### config.mk
export PLATFORM = sky130hd
export DESIGN_NAME = alu_seq_flat
export DESIGN_NICKNAME = d
export VERILOG_FILES = /design/src/rtl/cpu_data.sv /design/src/rtl/alu_seq_if.sv /design/src/rtl/alu_seq_iter.sv /design/src/rtl/alu_seq.sv /design/src/flat_wrapper.sv
export SDC_FILE = /design/constraint.sdc
export NUM_CORES = 1
export LEC_CHECK = 0
export CAP_MARGIN = 20
export CORE_MARGIN = 1
export CORE_UTILIZATION = 33
export CTS_BUF_LIST = sky130_fd_sc_hd__clkbuf_4 sky130_fd_sc_hd__clkbuf_8 sky130_fd_sc_hd__clkbuf_16
export CTS_CLUSTER_DIAMETER = 60
export CTS_CLUSTER_SIZE = 40
export DETAILED_ROUTE_END_ITERATION = 8
export GPL_ROUTABILITY_DRIVEN = 0
export MAX_ROUTING_LAYER = met4
export SYNTH_ARGS = -nofsm -noshare
export SYNTH_HDL_FRONTEND = slang
export SYNTH_SLANG_ARGS = --single-unit
### constraint.sdc
create_clock -name clk -period 4 [get_ports clk]
set_input_delay 0.4 -clock clk [delete_from_list [all_inputs] [get_ports clk]]
set_output_delay 0.4 -clock clk [all_outputs]
set_load 0.05 [all_outputs]
### src/rtl/cpu_data.sv
// rtl/cpu_data.sv - shared opcode encodings, flag indices and FSM state type
// Purpose: opcode values for the binary and single-operand groups (both are
//          selected by the 4-bit operator field, the group by `single`), the
//          bit positions inside the 4-bit flags word, and the control states.
// Ports:   none (package).
package cpu_data;

  // Binary group
  localparam logic [3:0] OP_ADD = 4'h0;
  localparam logic [3:0] OP_SUB = 4'h1;
  localparam logic [3:0] OP_ADC = 4'h2;
  localparam logic [3:0] OP_SBC = 4'h3;
  localparam logic [3:0] OP_CMP = 4'h4;
  localparam logic [3:0] OP_AND = 4'h5;
  localparam logic [3:0] OP_OR  = 4'h6;
  localparam logic [3:0] OP_XOR = 4'h7;
  localparam logic [3:0] OP_MOV = 4'h8;
  localparam logic [3:0] OP_MUL = 4'h9;
  localparam logic [3:0] OP_DIV = 4'hA;

  // Single-operand group
  localparam logic [3:0] OP_NEG = 4'h0;
  localparam logic [3:0] OP_COM = 4'h1;
  localparam logic [3:0] OP_LSL = 4'h2;
  localparam logic [3:0] OP_LSR = 4'h3;
  localparam logic [3:0] OP_ROL = 4'h4;
  localparam logic [3:0] OP_ROR = 4'h5;
  localparam logic [3:0] OP_RLC = 4'h6;
  localparam logic [3:0] OP_RRC = 4'h7;

  // flags = {carry, overflow, zero, negative}
  localparam int FLAG_C = 3;
  localparam int FLAG_V = 2;
  localparam int FLAG_Z = 1;
  localparam int FLAG_N = 0;

  typedef enum logic {
    ST_IDLE,
    ST_ITER
  } state_t;

  // MUL/DIV are the only multi-cycle operations.
  function automatic logic is_iter_op(input logic single, input logic [3:0] op);
    return !single && (op == OP_MUL || op == OP_DIV);
  endfunction

endpackage

### src/rtl/alu_seq_if.sv
// rtl/alu_seq_if.sv - request/result bundle between the execute stage and alu_seq
// Purpose: groups the request (start, single, operator, value1, value2) and the
//          response (result, result_hi, flags, busy, done).
// Ports:   master drives requests and reads results; slave is the ALU side.
interface alu_seq_if #(
  parameter int WIDTH = 8
);
  logic             start;
  logic             single;
  logic [3:0]       operator;
  logic [WIDTH-1:0] value1;
  logic [WIDTH-1:0] value2;
  logic [WIDTH-1:0] result;
  logic [WIDTH-1:0] result_hi;
  logic [3:0]       flags;
  logic             busy;
  logic             done;

  modport master (
    output start, single, operator, value1, value2,
    input  result, result_hi, flags, busy, done
  );

  modport slave (
    input  start, single, operator, value1, value2,
    output result, result_hi, flags, busy, done
  );
endinterface

### src/rtl/alu_seq_iter.sv
// rtl/alu_seq_iter.sv - iterative unsigned multiply / restoring divide datapath
// Purpose: holds accumulator, shifted operand, second operand and step counter.
//          One step per clock after `start`; `last` marks the final step and
//          acc_next/opr_next show that step's outcome so the owner can capture it.
// Ports:   clk, rst_n, start (load operands), is_div, value1, value2 in;
//          last, div_mode, acc_next (high product / remainder),
//          opr_next (low product / quotient) out.
module alu_seq_iter
  import cpu_data::*;
#(
  parameter int WIDTH = 8,
  parameter int CW    = $clog2(WIDTH) + 1
) (
  input  logic             clk,
  input  logic             rst_n,
  input  logic             start,
  input  logic             is_div,
  input  logic [WIDTH-1:0] value1,
  input  logic [WIDTH-1:0] value2,
  output logic             last,
  output logic             div_mode,
  output logic [WIDTH-1:0] acc_next,
  output logic [WIDTH-1:0] opr_next
);
  logic [WIDTH-1:0] acc_q, opr_q, other_q;
  logic             div_q;
  logic [CW-1:0]    cnt_q;
  logic [WIDTH:0]   sum, shifted, trial;

  assign last     = (cnt_q == CW'(1));
  assign div_mode = div_q;

  always_comb begin
    sum      = '0;
    shifted  = '0;
    trial    = '0;
    acc_next = acc_q;
    opr_next = opr_q;
    if (div_q) begin
      // Shift the next dividend bit into the partial remainder, subtract the
      // divisor if it fits, and shift the quotient bit into opr.
      shifted = {acc_q, opr_q[WIDTH-1]};
      trial   = shifted - {1'b0, other_q};
      if (shifted >= {1'b0, other_q}) begin
        acc_next = trial[WIDTH-1:0];
        opr_next = {opr_q[WIDTH-2:0], 1'b1};
      end else begin
        acc_next = shifted[WIDTH-1:0];
        opr_next = {opr_q[WIDTH-2:0], 1'b0};
      end
    end else begin
      // {carry, acc, opr} shifts right once per step; opr drains the multiplier
      // LSB-first while product bits fill in from the top.
      sum      = {1'b0, acc_q} + (opr_q[0] ? {1'b0, other_q} : '0);
      acc_next = sum[WIDTH:1];
      opr_next = {sum[0], opr_q[WIDTH-1:1]};
    end
  end

  always_ff @(posedge clk) begin
    if (!rst_n) begin
      acc_q   <= '0;
      opr_q   <= '0;
      other_q <= '0;
      div_q   <= 1'b0;
      cnt_q   <= '0;
    end else if (start) begin
      acc_q   <= '0;
      opr_q   <= value1;
      other_q <= value2;
      div_q   <= is_div;
      cnt_q   <= CW'(WIDTH);
    end else if (cnt_q != '0) begin
      acc_q <= acc_next;
      opr_q <= opr_next;
      cnt_q <= cnt_q - CW'(1);
    end
  end
endmodule

### src/rtl/alu_seq.sv
// rtl/alu_seq.sv - clocked ALU with single-cycle ops and iterative MUL/DIV
// Purpose: single-cycle binary/single-operand operators, persistent flags,
//          and a start/busy/done handshake around the MUL/DIV datapath.
// Ports:   clk, rst_n (sync, active low); bus (alu_seq_if.slave): start,
//          single, operator, value1, value2 in; result, result_hi, flags,
//          busy, done out.
module alu_seq
  import cpu_data::*;
#(
  parameter int WIDTH = 8,
  localparam int CW   = $clog2(WIDTH) + 1
) (
  input logic      clk,
  input logic      rst_n,
  alu_seq_if.slave bus
);
  localparam int MSB = WIDTH - 1;

  state_t           state_q, state_d;
  logic [WIDTH-1:0] result_q, result_d, hi_q, hi_d;
  logic [3:0]       flags_q, flags_d;
  logic             done_q, done_d;
  logic             iter_start, iter_last, iter_div;
  logic [WIDTH-1:0] iter_lo, iter_hi;
  logic [WIDTH-1:0] v1, v2, alu_res;
  logic             alu_c, alu_v, alu_keep, single_ok, c_in;
  logic [WIDTH:0]   sum, diff;

  assign v1   = bus.value1;
  assign v2   = bus.value2;
  assign c_in = flags_q[FLAG_C];

  alu_seq_iter #(.WIDTH(WIDTH), .CW(CW)) u_iter (
    .clk      (clk),
    .rst_n    (rst_n),
    .start    (iter_start),
    .is_div   (bus.operator == OP_DIV),
    .value1   (v1),
    .value2   (v2),
    .last     (iter_last),
    .div_mode (iter_div),
    .acc_next (iter_hi),
    .opr_next (iter_lo)
  );

  // Single-cycle operator evaluation; alu_keep marks CMP, which updates flags only.
  always_comb begin
    sum       = {1'b0, v1} + {1'b0, v2} + {{WIDTH{1'b0}}, (bus.operator == OP_ADC) & c_in};
    diff      = {1'b0, v1} - {1'b0, v2} - {{WIDTH{1'b0}}, (bus.operator == OP_SBC) & c_in};
    alu_res   = '0;
    alu_c     = c_in;
    alu_v     = 1'b0;
    alu_keep  = 1'b0;
    single_ok = 1'b0;
    if (!bus.single) begin
      case (bus.operator)
        OP_ADD, OP_ADC: begin
          alu_res = sum[MSB:0];
          alu_c   = sum[WIDTH];
          alu_v   = (v1[MSB] == v2[MSB]) && (sum[MSB] != v1[MSB]);
        end
        OP_SUB, OP_SBC, OP_CMP: begin
          alu_res  = diff[MSB:0];
          alu_c    = diff[WIDTH];
          alu_v    = (v1[MSB] != v2[MSB]) && (diff[MSB] != v1[MSB]);
          alu_keep = (bus.operator == OP_CMP);
        end
        OP_AND:  alu_res = v1 & v2;
        OP_OR:   alu_res = v1 | v2;
        OP_XOR:  alu_res = v1 ^ v2;
        OP_MOV:  alu_res = v2;
        default: ;
      endcase
    end else begin
      single_ok = 1'b1;
      case (bus.operator)
        OP_NEG: begin alu_res = '0 - v1; alu_c = |v1; end
        OP_COM:  alu_res = ~v1;
        OP_LSL: begin alu_res = {v1[MSB-1:0], 1'b0}; alu_c = v1[MSB]; end
        OP_LSR: begin alu_res = {1'b0, v1[MSB:1]};   alu_c = v1[0];   end
        OP_ROL:  alu_res = {v1[MSB-1:0], v1[MSB]};
        OP_ROR:  alu_res = {v1[0], v1[MSB:1]};
        OP_RLC: begin alu_res = {v1[MSB-1:0], c_in}; alu_c = v1[MSB]; end
        OP_RRC: begin alu_res = {c_in, v1[MSB:1]};   alu_c = v1[0];   end
        default: single_ok = 1'b0;
      endcase
      alu_v = single_ok & (v1[MSB] ^ alu_res[MSB]);
    end
  end

  always_comb begin
    state_d    = state_q;
    result_d   = result_q;
    hi_d       = hi_q;
    flags_d    = flags_q;
    done_d     = 1'b0;
    iter_start = 1'b0;
    case (state_q)
      ST_IDLE: begin
        if (bus.start) begin
          if (!bus.single && bus.operator == OP_DIV && v2 == '0) begin
            result_d        = '1;
            hi_d            = v1;
            flags_d         = '0;
            flags_d[FLAG_V] = 1'b1;
            flags_d[FLAG_N] = 1'b1;
            done_d          = 1'b1;
          end else if (is_iter_op(bus.single, bus.operator)) begin
            iter_start = 1'b1;
            state_d    = ST_ITER;
          end else begin
            if (!alu_keep) begin
              result_d = alu_res;
              hi_d     = '0;
            end
            flags_d[FLAG_C] = alu_c;
            flags_d[FLAG_V] = alu_v;
            flags_d[FLAG_Z] = ~|alu_res;
            flags_d[FLAG_N] = alu_res[MSB];
            done_d          = 1'b1;
          end
        end
      end
      ST_ITER: begin
        if (iter_last) begin
          result_d        = iter_lo;
          hi_d            = iter_hi;
          flags_d[FLAG_C] = !iter_div && (iter_hi != '0);
          flags_d[FLAG_V] = 1'b0;
          flags_d[FLAG_Z] = ~|iter_lo;
          flags_d[FLAG_N] = iter_lo[MSB];
          done_d          = 1'b1;
          state_d         = ST_IDLE;
        end
      end
      default: state_d = ST_IDLE;
    endcase
  end

  always_ff @(posedge clk) begin
    if (!rst_n) begin
      state_q  <= ST_IDLE;
      result_q <= '0;
      hi_q     <= '0;
      flags_q  <= '0;
      done_q   <= 1'b0;
    end else begin
      state_q  <= state_d;
      result_q <= result_d;
      hi_q     <= hi_d;
      flags_q  <= flags_d;
      done_q   <= done_d;
    end
  end

  assign bus.result    = result_q;
  assign bus.result_hi = hi_q;
  assign bus.flags     = flags_q;
  assign bus.busy      = (state_q == ST_ITER);
  assign bus.done      = done_q;
endmodule

### src/flat_wrapper.sv
// flat-port wrapper written by rule: the top's interface ports become plain ports
module alu_seq_flat import cpu_data::*;
#(
  parameter int WIDTH = 8,
  localparam int CW   = $clog2(WIDTH) + 1
)
  (clk, rst_n, bus_start, bus_single, bus_operator, bus_value1, bus_value2, bus_result, bus_result_hi, bus_flags, bus_busy, bus_done);
  alu_seq_if #(.WIDTH(WIDTH)) bus_i ();
  input logic clk;
  input logic rst_n;
  input wire logic [$bits(bus_i.start)-1:0] bus_start;
  input wire logic [$bits(bus_i.single)-1:0] bus_single;
  input wire logic [$bits(bus_i.operator)-1:0] bus_operator;
  input wire logic [$bits(bus_i.value1)-1:0] bus_value1;
  input wire logic [$bits(bus_i.value2)-1:0] bus_value2;
  output wire logic [$bits(bus_i.result)-1:0] bus_result;
  output wire logic [$bits(bus_i.result_hi)-1:0] bus_result_hi;
  output wire logic [$bits(bus_i.flags)-1:0] bus_flags;
  output wire logic [$bits(bus_i.busy)-1:0] bus_busy;
  output wire logic [$bits(bus_i.done)-1:0] bus_done;
  assign bus_i.start = bus_start;
  assign bus_i.single = bus_single;
  assign bus_i.operator = bus_operator;
  assign bus_i.value1 = bus_value1;
  assign bus_i.value2 = bus_value2;
  assign bus_result = bus_i.result;
  assign bus_result_hi = bus_i.result_hi;
  assign bus_flags = bus_i.flags;
  assign bus_busy = bus_i.busy;
  assign bus_done = bus_i.done;
  alu_seq #(.WIDTH(WIDTH)) u_core (.clk(clk), .rst_n(rst_n), .bus(bus_i));
endmodule
==> impl_metrics.py, run 1 <==
metrics = {
    "outcome": {
        "outcome": "finished, final reports clean",
    },
    "final_layout": {
        "final_cell_area_mm2": 0.00612,
        "diodes": 0,
        "multi_input_area_mm2": 0.00385,
        "post-route-util_pct": 39.8,
        "drive_gt1_share_pct": 7.44,
        "regArea_mm2": 0.00102,
        "nets": 805,
        "n_fill_cell": 1624,
        "area_delta_synth_final_pct": 16.9,
    },
    "synthesis": {
        "synth_cell_types": 72,
        "synthAdderAreaFrac_pct": 14.2,
        "synthFlopType": "dfxtp_1",
        "syn_inst": 688,
        "synth_top_family_by_area": "compound AO/OA/AOI/OAI gates",
        "ys_ff_latch": 51,
        "synth_area_leaders": "dfxtp_1 (19%), ha_1 (12%), nand2_1 (5.2%), a21oi_1 (5.0%), mux2i_1 (4.2%)",
        "yosys_warnings": 0,
        "ys_seq_area_share_pct": 19.5,
        "synthesis.area_mm2": 0.00524,
        "synth.area.mux_share_pct": 5.14,
        "synth_xor_area_share_pct": 4.01,
        "syn-num-nets": 768,
        "yosys.area.top_type_share_pct": 19.5,
        "synth_compound_gate_area_share_pct": 28.5,
        "avgSynthCellArea_um2": 7.61,
        "synth_edf_count": 0,
        "async_flop_share_pct": 0,
        "synthSimpleGateAreaFrac_pct": 21.7,
        "yosysTopAreaCell": "dfxtp_1",
    },
    "die": {
        "io_pins": 46,
        "fp.dieH_um": 128,
        "coreArea_mm2": 0.0154,
        "die_w_um": 128,
        "dieArea_mm2": 0.0164,
        "fp-row-count": 45,
        "initial_core_util_pct": 34.1,
    },
    "placed_design": {
        "place_area_mm2": 0.00597,
        "dp_hpwl_um": 12400,
        "pre_cts_ws_ps": 216,
        "portBuffers": 45,
    },
    "detailed_routing": {
        "routed_wirelength_um": 16100,
        "ant_nets": 0,
        "drc": 0,
        "vias": 5192,
        "drt_iter0_drc": 315,
        "firstDrtPassIters": 7,
        "wl_per_cell_um": 17.2,
        "avgViaCountPerCell": 5.54,
    },
    "worst_setup_path": {
        "end_kind": "flip-flop",
        "regToRegSetupSlack_ps": 830,
        "cp_max_fo": 3,
        "cpMostUsedCell": "a21oi_1",
        "r2r_cells": 11,
        "reg2reg_to": "u_core.bus.flags[1]$_SDFFE_PN0P_",
        "slowest_stage": "clkdlybuf4s50_1",
        "crit_arrival_ps": 3720,
        "cp.required_ps": 4240,
        "path_class": "in2reg",
        "max_stage_delay_ps": 510,
        "reg2reg_from": "u_core.bus.flags[3]$_SDFFE_PN0P_",
        "crit_path_cell_trace": "clkdlybuf4s50_1, nor2b_1, nand4b_1, fa_1, ha_1, a211o_1, a21oi_1, a21oi_1, xnor2_1, nor2_1, a221o_1, nor4_1, o311a_1",
        "cp-start-kind": "input pin",
    },
    "sta": {
        "slew_viol_final": 0,
        "finClkSkew_ps": 9.63,
        "setup-violations-final": 0,
        "max_freq_ghz": 0.287,
        "tightest_slew_ps": 1050,
        "rsz0062_at_grt": "no",
        "finalSetupTns_ps": 0,
        "setup_ws_ps": 519,
        "finalCriticalPeriod_ps": 3480,
        "hold_violations": 0,
        "relSlewSlack_pct": 30.0,
        "period_share_pct": 87.0,
    },
    "clocking": {
        "clk_latency_ps": 290,
        "post_cts_buffers": 0,
        "cts.sinks": 51,
        "max-clock-path-buffers": 2,
        "htree_levels": 2,
        "cts-resized-gates": 0,
        "postCtsHoldBufs": 0,
        "cts_buffers": 5,
        "cts-root-buf": "clkbuf_16",
        "clk_pin_slew_worst_paths_ps": 70,
        "cts_tree": "built",
    },
    "power": {
        "pwr-share-clk_pct": 20.9,
        "switchingPower_uw": 865,
        "p_sw_share_pct": 40.9,
        "finalPower_mw": 2.12,
        "power.internal_mw": 1.25,
        "pwr_density_cell_mw_per_mm2": 346,
        "cellLeakagePower_nw": 2.41,
        "peakVddDrop_mv": 0.230,
        "p_seq_share_pct": 30.3,
        "combPwrFrac_pct": 48.8,
    },
    "worst_hold_path": {
        "hold_path_class": "reg2reg",
        "hold_path_end": "u_core.bus.result[1]$_SDFFE_PN0P_",
        "min_path_cells": 2,
        "min_from": "u_core.bus.result[1]$_SDFFE_PN0P_",
    },
    "global_routing": {
        "grt_pass1_vias": 4864,
        "antenna_found_initial": 0,
        "grt_pass1_wl_um": 25900,
        "grt_overflow": 0,
        "grt_max_degree": 45,
        "gr-usage-all-layers_pct": 20.8,
    },
    "run": {
        "maxCapViolCount": 0,
    },
}
[registers in the layout (all words and copies together), names as in the netlist]
register	flops
u_core.u_iter.other_q	8
u_core.u_iter.div_mode	1
u_core.bus.busy	1
u_core.bus.result_hi	8
u_core.bus.flags	4
u_core.u_iter.acc_q	8
u_core.u_iter.opr_q	8
u_core.bus.result	8
u_core.u_iter.cnt_q	4
u_core.bus.done	1
[layout make-up]
type | count | area share [%]
multi-input combinational | 549 | 62.9
sequential | 51 | 16.7
timing repair buffer | 73 | 10.8
tap | 211 | 4.31
inverter | 45 | 2.76
clock buffer | 7 | 2.39
clock inverter | 1 | 0.143
[per-layer routing]
metal	track usage [%]	wire, µm
met4	5.40	285
met5	-	0
met2	31.3	7010
met3	2.63	832
met1	29.2	7990
[critical path, delay by kind of cell]
kind | cells | cell delay (ps)
buf+inv | 1 | 510
compound gates | 5 | 1110
xor+xnor | 1 | 260
fa+ha+maj | 2 | 740
simple gates | 4 | 690
[power by group through the flow]
stage | Clock [mW] | Combinational (mW) | Sequential [mW]
after floorplan | 0 | 0.728 | 0.675
after global placement | 0 | 1.02 | 0.650
after detailed placement | 0 | 1.02 | 0.651
after CTS | 0.450 | 1.03 | 0.640
after global routing | 0.467 | 1.15 | 0.650
final | 0.443 | 1.03 | 0.641
[cell families after synthesis]
family                     Yosys count
DFF                                 51
muxes                               25
AOI/OAI and AO/OA                  219
and+or+nand+nor                    225
adders and majority gates           56
xor gates and xnor gates            24
buffers and inverters               88
[cells in the mapped netlist (6+ instances only)]
cell type,count
and2_1,12
inv_1,45
xor2_1,7
nor4_1,11
nand2b_1,9
nor3_1,14
nand2_1,73
a21oi_1,52
dfxtp_1,51
clkbuf_1,25
buf_2,14
o211ai_1,15
a2bb2oi_1,7
nand3_1,8
nor2_1,45
a211oi_1,12
xnor2_1,17
nor2b_1,14
mux2i_1,22
o21ai_0,41
ha_1,50
fa_1,6
a221oi_1,10
a21boi_0,23
[through the flow]
stage | hold WS, ps | instances
2_1_floorplan | 452 | 688
3_5_place_dp | 461 | 929
5_1_grt | 516 | 937
6_report | 473 | 937
3_3_place_gp | 466 | 929
4_1_cts | 477 | 937
[how the worst max path moves through the flow]
stage / end / slack (ps) / depth (start not counted) / start
after floorplan: u_core.bus.flags[1]$_SDFFE_PN0P_ / 410 / 15 / bus_operator[0]
after detailed placement: u_core.bus.flags[1]$_SDFFE_PN0P_ / 220 / 13 / bus_operator[1]
final: u_core.bus.flags[1]$_SDFFE_PN0P_ / 520 / 13 / bus_operator[1]
after global routing: u_core.bus.flags[1]$_SDFFE_PN0P_ / 220 / 14 / bus_operator[1]
after CTS: u_core.bus.flags[1]$_SDFFE_PN0P_ / 500 / 13 / bus_operator[1]
after global placement: u_core.bus.flags[1]$_SDFFE_PN0P_ / 310 / 13 / bus_operator[1]
[layout by cell type (no fill, tap or decap), types with 3 or more instances in the layout]
cell / n
nand2_1: 73
a21oi_1: 52
dfxtp_1: 51
ha_1: 50
nor2_1: 45
inv_1: 45
clkdlybuf4s50_1: 45
o21ai_0: 41
buf_4: 28
a21boi_0: 23
mux2i_1: 22
xnor2_1: 17
o211ai_1: 15
nor2b_1: 14
nor3_1: 14
a211oi_1: 12
and2_1: 12
nor4_1: 11
a221oi_1: 10
nand2b_1: 9
nand3_1: 8
xor2_1: 7
a2bb2oi_1: 7
fa_1: 6
nand4_1: 5
nand4b_1: 5
o22ai_1: 5
a21o_1: 5
o31ai_1: 5
o21a_1: 5
or3_1: 5
clkbuf_16: 5
nand3b_1: 4
or2_2: 4
and3_1: 3
a31oi_1: 3
a221o_1: 3
o211a_1: 3
Note: power is estimated with default switching activity, not from simulation.
==> inputs of run 2 (changes only) <==
- ABC_CLOCK_PERIOD_IN_PS: unset -> 3400
- CORE_UTILIZATION: 33 -> 30
- clock period: 4 -> 3.4 ns (I/O delays scaled with it)
==> run 2 against run 1 <==
Total power increased by 21%. Die area increased by 9.8%. Register-to-register slack got worse by 390 ps. Critical endpoint is now u_core.bus.flags[2]$_SDFFE_PN0P_. Clock-buffer cell count decreased by 2. Global-route usage decreased by 2.1 points. Flip-flop and latch count unchanged. First-iteration DRC count increased by 29%. Final cell count increased by 5.1%. Critical path type unchanged.
==> impl_metrics.py, run 2 (synthesis results as in run 1) <==
metrics = {
    "global_routing": {
        "grt_max_degree": 45,
        "grt_pass1_wl_um": 25800,
        "grt_overflow": 0,
        "antenna_found_initial": 0,
        "gr-usage-all-layers_pct": 18.6,
        "grt_pass1_vias": 4795,
    },
    "outcome": {
        "outcome": "finished, final reports clean",
    },
    "worst_setup_path": {
        "crit_path_cell_trace": "clkdlybuf4s50_1, nor2b_4, nand4b_1, fa_2, ha_4, a211o_1, a21oi_1, a21oi_1, xnor2_1, buf_4, buf_4, xnor2_1, a32oi_1, or3_1, a41oi_1",
        "crit_arrival_ps": 3500,
        "end_kind": "flip-flop",
        "cp-start-kind": "input pin",
        "cp.required_ps": 3620,
        "r2r_cells": 13,
        "max_stage_delay_ps": 490,
        "path_class": "in2reg",
        "slowest_stage": "clkdlybuf4s50_1",
        "cp_max_fo": 2,
    },
    "power": {
        "finalPower_mw": 2.56,
        "cellLeakagePower_nw": 2.61,
        "pwr_density_cell_mw_per_mm2": 397,
        "peakVddDrop_mv": 0.255,
    },
    "sta": {
        "finalCriticalPeriod_ps": 3280,
        "finClkSkew_ps": 14.4,
        "setup-violations-final": 0,
        "tightest_slew_ps": 1120,
        "whs_ps": 474,
        "slew_viol_final": 0,
        "setup_ws_ps": 121,
        "max_freq_ghz": 0.305,
        "relSlewSlack_pct": 25.0,
        "hold_violations": 0,
        "period_share_pct": 96.5,
        "finalSetupTns_ps": 0,
    },
    "final_layout": {
        "final_cell_area_mm2": 0.00646,
        "diodes": 0,
        "n_fill_cell": 1800,
        "drive_gt1_share_pct": 12.9,
        "layout.cells.non_filler": 985,
        "area_delta_synth_final_pct": 23.3,
        "mostFrequentLayoutCell": "nand2_1",
        "post-route-util_pct": 38.4,
        "final_cell_mix": "nand2_1 (73), buf_4 (67), a21oi_1 (52)",
        "nets": 844,
    },
    "detailed_routing": {
        "ant_nets": 0,
        "routed_wirelength_um": 16400,
        "vias": 5348,
        "wl_per_cell_um": 16.6,
        "avgViaCountPerCell": 5.43,
        "firstDrtPassIters": 5,
        "drt_iter0_drc": 405,
        "drc": 0,
    },
    "placed_design": {
        "portBuffers": 45,
        "place_area_mm2": 0.00626,
        "pre_cts_ws_ps": -271,
        "dp_cells": 976,
        "dp_hpwl_um": 12700,
    },
    "die": {
        "coreArea_mm2": 0.0168,
        "dieArea_mm2": 0.0180,
        "initial_core_util_pct": 31.1,
        "fp.dieH_um": 134,
        "fp-row-count": 47,
        "die_w_um": 134,
        "io_pins": 46,
    },
    "worst_hold_path": {
        "hold_path_class": "reg2reg",
        "min_path_cells": 2,
    },
    "clocking": {
        "max-clock-path-buffers": 2,
        "cts_buffers": 5,
        "cts.sinks": 51,
        "clk_latency_ps": 300,
        "clk_pin_slew_worst_paths_ps": 80,
        "cts-root-buf": "clkbuf_16",
        "cts_tree": "built",
        "postCtsHoldBufs": 0,
        "htree_levels": 2,
    },
    "run": {
        "maxCapViolCount": 0,
    },
}
-- run 2: worst paths after layout --
kind	start	slack, ps	endpoint
setup reg to reg	u_core.bus.flags[3]$_SDFFE_PN0P_	440	u_core.bus.flags[2]$_SDFFE_PN0P_
hold reg to reg	u_core.bus.result[1]$_SDFFE_PN0P_	470	u_core.bus.result[1]$_SDFFE_PN0P_
hold / removal	u_core.bus.result[1]$_SDFFE_PN0P_	470	u_core.bus.result[1]$_SDFFE_PN0P_
setup / recovery	bus_operator[1]	120	u_core.bus.flags[2]$_SDFFE_PN0P_
-- run 2: routing by layer --
layer	share of wire, %	wire length, µm	track usage, %
met2	44	7210	28.2
met3	4.8	788	1.93
met4	2.2	367	5.31
met1	49	8010	26.1
met5	0	0	-
-- run 2: final cells by class --
cell class | count | area [µm²] | area share [%]
flip-flops and latches | 51 | 1020 | 15.8
repair buffers | 112 | 953 | 14.8
clock buffers | 5 | 125 | 1.94
well taps | 220 | 275 | 4.26
clock inverters | 3 | 22.5 | 0.349
inverters | 45 | 169 | 2.62
multi-input cells | 549 | 3890 | 60.3
-- run 2: report_power, final --
part	switching, mW	internal (mW)	total (mW)
Combinational	0.752	0.561	1.31
Sequential	0.0662	0.677	0.744
Clock	0.230	0.277	0.507
-- run 2: timing repair --
action | 4_1_cts | 5_1_grt
buffers inserted | 0 | 1
endpoints found under the setup margin | 0 | 6
gates resized for setup | 0 | 9
-- run 2: worst max-delay path, delay by kind of cell --
| kind | cells | cell delay [ps] |
|---|---|---|
| AOI/OAI and AO/OA | 5 | 830 |
| and+or+nand+nor | 3 | 590 |
| buffers and inverters | 3 | 740 |
| xor gates and xnor gates | 2 | 360 |
| adders and majority gates | 2 | 630 |
